### config.mk
export PLATFORM = sky130hd
export DESIGN_NAME = pulse_period_meter
export DESIGN_NICKNAME = d
export VERILOG_FILES = /design/src/rtl/pulse_period_meter.sv
export SDC_FILE = /design/constraint.sdc
export NUM_CORES = 1
export LEC_CHECK = 0
export BUFFER_PORTS_ARGS = -buffer_cell sky130_fd_sc_hd__buf_2
export CELL_PAD_IN_SITES_DETAIL_PLACEMENT = 1
export CELL_PAD_IN_SITES_GLOBAL_PLACEMENT = 2
export CORE_ASPECT_RATIO = 1.25
export CORE_MARGIN = 3
export CORE_UTILIZATION = 30
export DETAILED_ROUTE_END_ITERATION = 10
export GPL_ROUTABILITY_DRIVEN = 0
export MAX_ROUTING_LAYER = met4
export PLACE_DENSITY = 0.87
export SETUP_SLACK_MARGIN = 0.15
export SLEW_MARGIN = 10
export SYNTH_ARGS = -nofsm -noshare
export SYNTH_HDL_FRONTEND = slang
export SYNTH_SLANG_ARGS = --single-unit
### constraint.sdc
create_clock -name CLOCK -period 3.16 [get_ports CLOCK]
set_clock_uncertainty 0.15 [all_clocks]
set_input_delay 0.158 -clock CLOCK [delete_from_list [all_inputs] [get_ports CLOCK]]
set_output_delay 0.158 -clock CLOCK [all_outputs]
set_load 0.005 [all_outputs]
### src/rtl/pulse_period_meter.sv
// Measures the cycle count between rising edges of a synchronous pulse stream,
// compares it with an expected period, tracks min/max, lock and stall status.
module pulse_period_meter #(
  parameter int unsigned LOCK_COUNT = 4
) (
  input  logic        CLOCK,
  input  logic        NRESET,
  input  logic        INP,
  input  logic [31:0] EXPECT,
  input  logic [31:0] TMAX,
  input  logic        CLEAR,
  output logic [31:0] PERIOD,
  output logic        VALID,
  output logic        MATCH,
  output logic [31:0] MINP,
  output logic [31:0] MAXP,
  output logic        LOCKED,
  output logic        TIMEOUT
);

  typedef enum logic {IDLE, MEASURE} state_e;

  localparam logic [7:0]  LOCK_CNT8 = 8'(LOCK_COUNT);
  localparam logic [31:0] ALL_ONES  = 32'hFFFF_FFFF;

  state_e      state_q, state_d;
  logic [31:0] cnt_q, cnt_d;
  logic        inp_dly_q, inp_dly_d;
  logic [7:0]  streak_q, streak_d;
  logic [31:0] period_q, period_d;
  logic        valid_q, valid_d;
  logic        match_q, match_d;
  logic [31:0] minp_q, minp_d;
  logic [31:0] maxp_q, maxp_d;
  logic        locked_q, locked_d;
  logic        timeout_q, timeout_d;

  logic        rise;
  logic        match_now;
  logic [7:0]  streak_inc;

  assign rise       = INP & ~inp_dly_q;
  assign match_now  = (EXPECT != 32'd0) && (cnt_q == EXPECT);
  assign streak_inc = (streak_q >= LOCK_CNT8) ? LOCK_CNT8 : streak_q + 8'd1;

  always_comb begin
    state_d   = state_q;
    cnt_d     = cnt_q;
    inp_dly_d = INP;
    streak_d  = streak_q;
    period_d  = period_q;
    valid_d   = 1'b0;
    match_d   = match_q;
    minp_d    = minp_q;
    maxp_d    = maxp_q;
    locked_d  = locked_q;
    timeout_d = timeout_q;

    if (CLEAR) begin
      state_d   = IDLE;
      cnt_d     = 32'd0;
      minp_d    = ALL_ONES;
      maxp_d    = 32'd0;
      timeout_d = 1'b0;
      locked_d  = 1'b0;
      streak_d  = 8'd0;
    end else begin
      case (state_q)
        IDLE: begin
          if (rise) begin
            state_d = MEASURE;
            cnt_d   = 32'd1;
          end
        end
        MEASURE: begin
          // A rise wins over an expiring timeout in the same cycle.
          if (rise) begin
            period_d = cnt_q;
            valid_d  = 1'b1;
            match_d  = match_now;
            if (cnt_q < minp_q) minp_d = cnt_q;
            if (cnt_q > maxp_q) maxp_d = cnt_q;
            cnt_d = 32'd1;
            if (match_now) begin
              streak_d = streak_inc;
              if (streak_inc == LOCK_CNT8) locked_d = 1'b1;
            end else begin
              streak_d = 8'd0;
              locked_d = 1'b0;
            end
          end else if ((TMAX != 32'd0) && (cnt_q >= TMAX)) begin
            timeout_d = 1'b1;
            state_d   = IDLE;
            cnt_d     = 32'd0;
            streak_d  = 8'd0;
            locked_d  = 1'b0;
          end else if (cnt_q != ALL_ONES) begin
            cnt_d = cnt_q + 32'd1;
          end
        end
        default: state_d = IDLE;
      endcase
    end
  end

  always_ff @(posedge CLOCK) begin
    if (!NRESET) begin
      state_q   <= IDLE;
      cnt_q     <= 32'd0;
      inp_dly_q <= 1'b1;
      streak_q  <= 8'd0;
      period_q  <= 32'd0;
      valid_q   <= 1'b0;
      match_q   <= 1'b0;
      minp_q    <= ALL_ONES;
      maxp_q    <= 32'd0;
      locked_q  <= 1'b0;
      timeout_q <= 1'b0;
    end else begin
      state_q   <= state_d;
      cnt_q     <= cnt_d;
      inp_dly_q <= inp_dly_d;
      streak_q  <= streak_d;
      period_q  <= period_d;
      valid_q   <= valid_d;
      match_q   <= match_d;
      minp_q    <= minp_d;
      maxp_q    <= maxp_d;
      locked_q  <= locked_d;
      timeout_q <= timeout_d;
    end
  end

  assign PERIOD  = period_q;
  assign VALID   = valid_q;
  assign MATCH   = match_q;
  assign MINP    = minp_q;
  assign MAXP    = maxp_q;
  assign LOCKED  = locked_q;
  assign TIMEOUT = timeout_q;

endmodule

==> flow_summary.toml, run 1 <==
[run_status]
status = "completed"

[die]
die_w_um = 163
row_count = 71
die_y_um = 203
core-area_sq_mm = 0.0303
start_util_pct = 30.7
ios = 168
die_area_sq_mm = 0.0331

[worst_setup_path]
reg2reg_to = "cnt_q[20]"
path_max_fanout = 6
crit_top_cell = "nand4_1"
worstPathRequired_ns = 3.34
reg2reg_from = "cnt_q[27]"
crit_end = "cnt_q[20]"
cp-start-kind = "register"
r2r_slack_ns = 0.24
crit_path_cell_trace = "ha_1 > nand4_1 > nor4_2 > nand4_1 > a211oi_4 > nor4_4 > buf_4 > buf_12 > or2_2 > o221a_2"
cp.arrival_ns = 3.10
worstSetupStartpoint = "cnt_q[27]"
endpoint_kind = "register"
cp_slowest_cell = "nor4_2"
crit_type = "reg2reg"
slowest_delay_ns = 0.36
reg2regPathDepth = 10

[synth]
synth-seq-cells = 142
syn_area_sq_mm = 0.00929
synth_edf_count = 0
synth.most_common_cell = "dfxtp_1"
yosysSeqAreaShare_pct = 30.6
syn_inst = 1170
synthArstFlopShare_pct = 0
synth.largest_area_cell = "dfxtp_1"
synthTopCellsByCount = "142 x dfxtp_1, 123 x inv_1, 106 x nand2_1"
synth_warnings = 0
synthFlopType = "dfxtp_1"
yosys.area.top_type_share_pct = 30.6
avgSynthCellArea_sq_um = 7.94
synth_area_leaders = "dfxtp_1 31%, ha_1 13%, inv_1 5.0%"
syn_nets = 1336
yosysUniqueCellTypes = 70

[clock_tree]
clk_latency_ns = 0.44
clkTransAtPathRegs_ns = 0.06
cts_tree = "done"
clockRootBuffer = "clkbuf_16"
clkSinkCount = 142
cts.htree.levels = 4
cts_buffers = 17
clock_path_buffers = 2

[final_layout]
final_nets = 1523
area_growth_pct = 27.6
drive_above_1_share_pct = 25.2

[global_route]
grt_max_degree = 58
use_met3_pct = 3.57
global_route.usage.met1_pct = 25.6
grt.busiest_layer = "met2"
grt_pass1_wl_um = 55000
grt_overflow = 0
grt_usage_pct = 21.9
met2_usage_pct = 38.0
antenna_found_initial = 1
grt_pass1_vias = 9961

[timing]
rsz0062_at_grt = "false"
relSlewSlack_pct = 53.2
max_freq_mhz = 342
setup_tns_ns = 0
slew_viol_final = 0
period_share_pct = 92.4
period_needed_ns = 2.92
setup_viol = 0
holdWs_ns = 0.0519
finalHoldViolCount = 0
tightest_slew_ns = 0.701

[routing]
drcViolationCount = 0
vias_per_cell = 5.35
routed_wl_um = 36100
avgRoutedWirePerCell_um = 20.4
drt-initial-drc-count = 542
drt_first_pass_iters = 5
vias = 9481
antenna_left = 0

[flow_run]
cap_violations = 0

[place]
port_buffers = 167
dp_hpwl_um = 27000

[power]
vdd_ir_drop_max_mv = 0.309
cellPowerDensity_mw_per_mm2 = 371
leakage_nw = 5.70

[worst_hold_path]
min_path_type = "in2reg"
hold_start = "CLEAR"
## registers in the layout (all words and copies together) (netlist names), 8 cells and up
signal / cells
cnt_q: 32
MINP: 32
streak_q: 8
MAXP: 32
PERIOD: 32
## metrics by stage
| step | util [%] | total power [mW] | setup WS [ns] | cells | instance area, sq um |
|---|---|---|---|---|---|
| after global routing | 39.1 | 4.54 | 0.111 | 1772 | 11800 |
| after CTS | 38.4 | 4.42 | 0.0811 | 1766 | 11600 |
| after detailed placement | 35.8 | 2.08 | 0.0502 | 1726 | 10900 |
| after floorplan | - | 1.96 | 0.158 | 1170 | 9290 |
| after global placement | 35.8 | 2.08 | 0.128 | 1726 | 10900 |
| final | 39.1 | 4.39 | 0.240 | 1772 | 11800 |
## metal layers
metal | wire length [um] | part of all wire (%)
met2 | 18400 | 51
met5 | 0 | 0
met4 | 847 | 2.3
met1 | 15400 | 43
met3 | 1450 | 4.0
## power by group
part / leakage (nW) / internal [mW] / switching [mW]
Sequential: 1.15 / 1.79 / 0.00229
Combinational: 4.24 / 0.101 / 0.168
Clock: 0.316 / 1.47 / 0.861
Total: 5.70 / 3.36 / 1.03
## area by class of cell
type | instances | area (sq um)
timing repair buffer | 251 | 1570
fill | 3673 | 18400
inverter | 124 | 465
antenna | 1 | 2.50
multi-input combinational | 821 | 5790
sequential | 142 | 2850
clock inverter | 12 | 206
tap | 401 | 502
clock buffer | 20 | 467
## how the worst min path moves through the flow
stage / endpoint / slack (ns) / depth (start not counted)
after floorplan: inp_dly_q / 0.08 / 1
after global placement: inp_dly_q / 0.21 / 2
after detailed placement: inp_dly_q / 0.22 / 2
after CTS: TIMEOUT / 0.02 / 3
after global routing: TIMEOUT / 0.06 / 3
final: TIMEOUT / 0.05 / 3
## timing repair
action | CTS | global route
endpoints found under the hold margin | 13 | 0
hold buffers | 2 | 0
setup endpoints to repair | 40 | 81
resized for setup | 9 | 30
setup buffers | 6 | 5
pin swaps | 4 | 11
## cell usage in the layout, fill, tap and decap left out, types with 10 or more instances in the layout
master     Yosys  routed
a21boi_0      33      33
ha_1          98      97
mux2i_1       32      32
buf_2         11     167
nor2_1       104     103
a21o_1        10      10
nor4_1        30      28
o211ai_2      13      13
clkbuf_16      0      17
a21oi_1       62      62
buf_4          3      69
nand3_1       49      49
nand4_1       62      62
o21ai_0       53      52
nand2_1      106     105
nor3_1        20      19
inv_1        123     122
dfxtp_1      142     140
xor2_1        32      32
## logic make-up after synthesis
family | share of synthesized area [%]
compound gates | 17.1
xor+xnor | 3.21
fa+ha+maj | 13.2
buf+inv | 8.97
flops | 30.6
mux | 3.45
simple gates | 23.5
## worst max-delay path: cells and delay by family, from the launching register on
| kind | cells | cell delay (ns) |
|---|---|---|
| buf+inv | 2 | 0.28 |
| flops | 1 | 0.32 |
| fa+ha+maj | 1 | 0.35 |
| simple gates | 5 | 1.12 |
| compound gates | 2 | 0.58 |
(Power assumes the default switching activity.)
==> run 2, diff against run 1 <==
Settings changed: CORE_UTILIZATION 30 to 35, PLACE_DENSITY 0.87 to 0.94, RECOVER_POWER set to 50.
Clock period 3.16 ns to 3.39 ns, I/O delays scaled along.
==> run 2 against run 1 <==
Against the previous run:
- sequential share of layout area is 1.1 points higher
- combinational power is 13% lower
- largest power group unchanged
- hold slack better by 0.18 ns
- largest cell class unchanged
- clock power is 10% lower
- critical path type unchanged
- highest routed layer unchanged
==> flow_summary.toml, run 2 (synthesis gave the netlist of run 1 again) <==
[run_status]
status = "completed"

[global_route]
grt_overflow = 0
antenna_found_initial = 0
grt_max_degree = 39
grt_pass1_vias = 9639
grt_usage_pct = 24.1
grt_pass1_wl_um = 52300

[die]
ios = 168
die_w_um = 152
die_area_sq_mm = 0.0285
die_y_um = 188
start_util_pct = 35.6
core-area_sq_mm = 0.0261
row_count = 66

[timing]
period_share_pct = 92.6
setup_viol = 0
finalHoldViolCount = 0
slew_viol_final = 0
tightest_slew_ns = 0.880
relSlewSlack_pct = 41.1
max_freq_mhz = 319
rsz0062_at_grt = "false"
period_needed_ns = 3.14
holdWs_ns = 0.228
setup_slack_ns = 0.251
setup_tns_ns = 0

[flow_run]
cap_violations = 0

[routing]
routed_wl_um = 33500
vias = 9263
drt-initial-drc-count = 322
vias_per_cell = 5.47
avgRoutedWirePerCell_um = 19.7
antenna_left = 0
drt_first_pass_iters = 5
drcViolationCount = 0

[clock_tree]
clkTransAtPathRegs_ns = 0.06
clkSinkCount = 142
cts.htree.levels = 4
cts_tree = "done"
clk_latency_ns = 0.43
clockRootBuffer = "clkbuf_16"
cts_buffers = 17
cts_setup_buffers = 0
clock_path_buffers = 2

[worst_setup_path]
path_max_fanout = 7
crit_type = "reg2reg"
cp-start-kind = "register"
worstPathRequired_ns = 3.56
r2r_slack_ns = 0.25
endpoint_kind = "register"
cp.arrival_ns = 3.31

[final_layout]
layout_commonest_cell = "dfxtp_1"
area_growth_pct = 22.1
final_cell_mix = "142 x dfxtp_1, 123 x inv_1, 110 x buf_2"
final_nets = 1507
layout.cells.non_filler = 1694
drive_above_1_share_pct = 18.2
num_antenna_cells = 0
final_core_util_pct = 43.4
final_area_sq_mm = 0.0113

[place]
pre_cts_slack_ns = 0.202
dp_hpwl_um = 25700
dpl-instance-area_sq_mm = 0.0107
port_buffers = 167
dp_cells = 1658

[power]
fin_total_pwr_mw = 4.00
cellPowerDensity_mw_per_mm2 = 353
leakage_nw = 5.35
vdd_ir_drop_max_mv = 0.374

[worst_hold_path]
min_path_type = "in2reg"
run 2: changes by cell type in the layout (fill, tap and decap cells not counted), moves of 3 or more:
| cell | delta |
|---|---|
| buf_4 | -8 |
| buf_6 | -7 |
| buf_12 | -3 |
| o221ai_1 | +3 |
| buf_2 | -57 |
| clkinvlp_4 | -3 |
| clkbuf_1 | +59 |
run 2: report_power, final:
group | switching, mW | leakage (nW) | total (mW) | internal [mW]
Clock | 0.746 | 0.314 | 2.09 | 1.35
Sequential | 0.00176 | 1.15 | 1.67 | 1.67
Combinational | 0.145 | 3.89 | 0.235 | 0.0893
Total | 0.893 | 5.35 | 4.00 | 3.11
run 2: path summary, 6_finish.rpt:
check,from,endpoint,cells past startpoint
worst max register to register,cnt_q[14],cnt_q[20],10
worst max-delay path,cnt_q[14],cnt_q[20],10
worst min-delay path,EXPECT[14],MATCH,7
worst min register to register,PERIOD[2],PERIOD[2],2
run 2: worst max-delay path: stages, from the launching register on:
cell      delay, ns
dfxtp_1        0.32
ha_1           0.32
nand4_1        0.17
nor4_1         0.36
a32oi_1        0.18
buf_4          0.18
a211oi_4       0.49
nor4_4         0.11
buf_4          0.20
or2_2          0.27
o221a_2        0.28
run 2: final cells by class:
class                      count  area [sq um]
timing repair buffer         235          1310
multi-input combinational    821          5650
clock buffer                  22           464
fill                        3287         14800
inverter                     124           465
sequential                   142          2840
clock inverter                10           185
tap                          340           425
run 2: layer usage:
metal	track usage [%]	share of wire (%)	up-vias
met4	8.06	2.9	0
li1	-	-	4443
met1	28.9	43	4536
met2	40.8	50	229
met3	3.89	4.5	55
met5	-	0	-
run 2: what timing repair did:
action                                 in CTS  in global routing
setup endpoints to repair                   1                 23
endpoints found under the hold margin      13                  0
hold buffers                                4                  0
resized for setup                           1                  2
pin swaps                                   0                  1
==> run 3, diff against run 2 <==
Settings changed: BUFFER_PORTS_ARGS -buffer_cell sky130_fd_sc_hd__buf_2 to unset, CORE_UTILIZATION 35 to 40, DONT_BUFFER_PORTS set to 1.
==> run 3 against run 2 <==
Against the previous run:
- register-to-register slack worse by 0.03 ns
- hold slack worse by 0.17 ns
- core utilization up 4.5 points
- highest routed layer unchanged
- worst setup slack worse by 0.031 ns
- die area down 12%
- largest power group unchanged
- cell area down 4.7%
==> flow_summary.toml, run 3 (synthesis gave the netlist of run 1 again) <==
[power]
fin_total_pwr_mw = 3.82
vdd_ir_drop_max_mv = 0.350
leakage_nw = 5.02
cellPowerDensity_mw_per_mm2 = 354

[worst_setup_path]
crit_end = "cnt_q[1]"
reg2reg_to = "cnt_q[1]"
worst-path-buf-inv = 3
cp-start-kind = "register"
cp_num_cells = 11
worstSetupStartpoint = "cnt_q[11]"
reg2reg_from = "cnt_q[11]"
endpoint_kind = "register"
crit_family = "compound AO/OA/AOI/OAI gates"
cp.arrival_ns = 3.34
crit_top_cell = "a21oi_1"
reg2regPathDepth = 11
crit_path_cell_trace = "ha_1 > a21oi_1 > o21ai_0 > a221oi_1 > a211oi_4 > nor4_4 > buf_4 > buf_12 > buf_6 > nand4bb_1 > a21oi_1"
slowest_delay_ns = 0.66
cp_slowest_cell = "a221oi_1"
r2r_slack_ns = 0.22
crit_type = "reg2reg"
worstPathRequired_ns = 3.56
path_max_fanout = 19

[timing]
relSlewSlack_pct = 21.8
max_freq_mhz = 316
setup_slack_ns = 0.221
rsz0062_at_grt = "false"
tightest_slew_ns = 1.17
period_share_pct = 93.5
slew_viol_final = 0
period_needed_ns = 3.17
setup_viol = 0
finalHoldViolCount = 0
setup_tns_ns = 0

[routing]
dr_wl_met3_um = 2350
drt-initial-drc-count = 508
routed_wl_um = 34000
wl_met1_um = 14300
avgRoutedWirePerCell_um = 22.7
vias_per_cell = 5.99
wl_met2_um = 16700
antenna_left = 0
vias = 8986
drcViolationCount = 0
topRoutingLayerUsed = "met4"
drt_first_pass_iters = 5

[clock_tree]
clk_latency_ns = 0.43
clock_path_buffers = 2
cts_tree = "done"
cts.htree.levels = 4
clkTransAtPathRegs_ns = 0.06
clockRootBuffer = "clkbuf_16"
clkSinkCount = 142
cts_buffers = 17

[place]
pre_cts_slack_ns = 0.0800
dp_hpwl_um = 24400
port_buffers = 0
dpl-instance-area_sq_mm = 0.00973

[die]
die_y_um = 176
core-area_sq_mm = 0.0225
die_w_um = 142
row_count = 61
ios = 168
start_util_pct = 41.2
die_area_sq_mm = 0.0251

[global_route]
grt_pass1_wl_um = 52900
grt_overflow = 0
grt_max_degree = 102
grt_usage_pct = 27.6
grt_pass1_vias = 9452
antenna_found_initial = 0

[final_layout]
multi_input_area_sq_mm = 0.00569
final_cell_mix = "140 x dfxtp_1, 123 x inv_1, 106 x nand2_1"
layout.area.seq_sq_mm = 0.00285
final_area_sq_mm = 0.0108
final_nets = 1370
area_growth_pct = 16.3
layout_commonest_cell = "dfxtp_1"
drive_above_1_share_pct = 11.8
fillers = 2710
num_antenna_cells = 0

[worst_hold_path]
min_path_type = "in2reg"

[run_status]
status = "completed"

[flow_run]
cap_violations = 0
## run 3: cell types whose count changed in the layout (fill, tap and decap cells not counted), moves of 2 or more
| cell | previous run | this run |
|---|---|---|
| buf_1 | 2 | 0 |
| buf_2 | 110 | 0 |
| buf_4 | 61 | 56 |
| buf_6 | 0 | 2 |
| bufinv_16 | 5 | 3 |
| clkbuf_1 | 59 | 1 |
| clkinv_2 | 2 | 4 |
| clkinvlp_4 | 1 | 4 |
| dfxtp_1 | 142 | 140 |
| dfxtp_2 | 0 | 2 |
| dlygate4sd3_1 | 4 | 37 |
| inv_6 | 0 | 2 |
## run 3: metal layers
layer	up-vias	global-route usage, %
met5	-	-
met4	0	7.36
met3	47	5.80
met2	307	46.6
met1	4448	33.5
li1	4184	-
## run 3: repair_timing
item | in CTS | in global routing
setup buffers | 0 | 4
endpoints found under the hold margin | 42 | 0
pin swaps | 0 | 4
endpoints found under the setup margin | 31 | 44
gates cloned | 1 | 0
resized for setup | 3 | 9
hold buffers | 37 | 0
## run 3: worst min-delay path by stage
| stage | cells after the start | to | start | slack [ns] |
|---|---|---|---|---|
| finish | 2 | TIMEOUT | NRESET | 0.06 |
| global route | 2 | TIMEOUT | NRESET | 0.07 |
| CTS | 2 | TIMEOUT | NRESET | 0.05 |
| detailed placement | 1 | inp_dly_q | NRESET | 0.11 |
| global placement | 1 | inp_dly_q | NRESET | 0.10 |
| floorplan | 1 | inp_dly_q | NRESET | 0.09 |
## run 3: worst register-to-register path, stage by stage (launching register included)
cell       delay, ns
dfxtp_1         0.32
ha_1            0.31
a21oi_1         0.18
o21ai_0         0.13
a221oi_1        0.66
a211oi_4        0.22
nor4_4          0.26
buf_4           0.18
buf_12          0.16
buf_6           0.20
nand4bb_1       0.12
a21oi_1         0.18
## run 3: layout make-up
| type | instances | share of cell area [%] |
|---|---|---|
| tap | 283 | 3.28 |
| sequential | 142 | 26.3 |
| multi-input combinational | 822 | 52.7 |
| clock buffer | 18 | 4.07 |
| timing repair buffer | 97 | 7.75 |
| clock inverter | 14 | 1.54 |
| inverter | 124 | 4.31 |
## run 3: stage by stage
step                      util [%]  hold slack (ns)  instances
after floorplan                  -           0.0925       1170
after global routing          48.0           0.0722       1500
final                         48.0           0.0616       1500
after detailed placement      43.2            0.109       1426
after CTS                     47.7           0.0460       1496
after global placement        43.2            0.101       1426
## run 3: report_power, final
group / internal [mW] / switching [mW]
logic: 0.0600 / 0.113
clock network: 1.18 / 0.799
registers: 1.67 / 0.00266
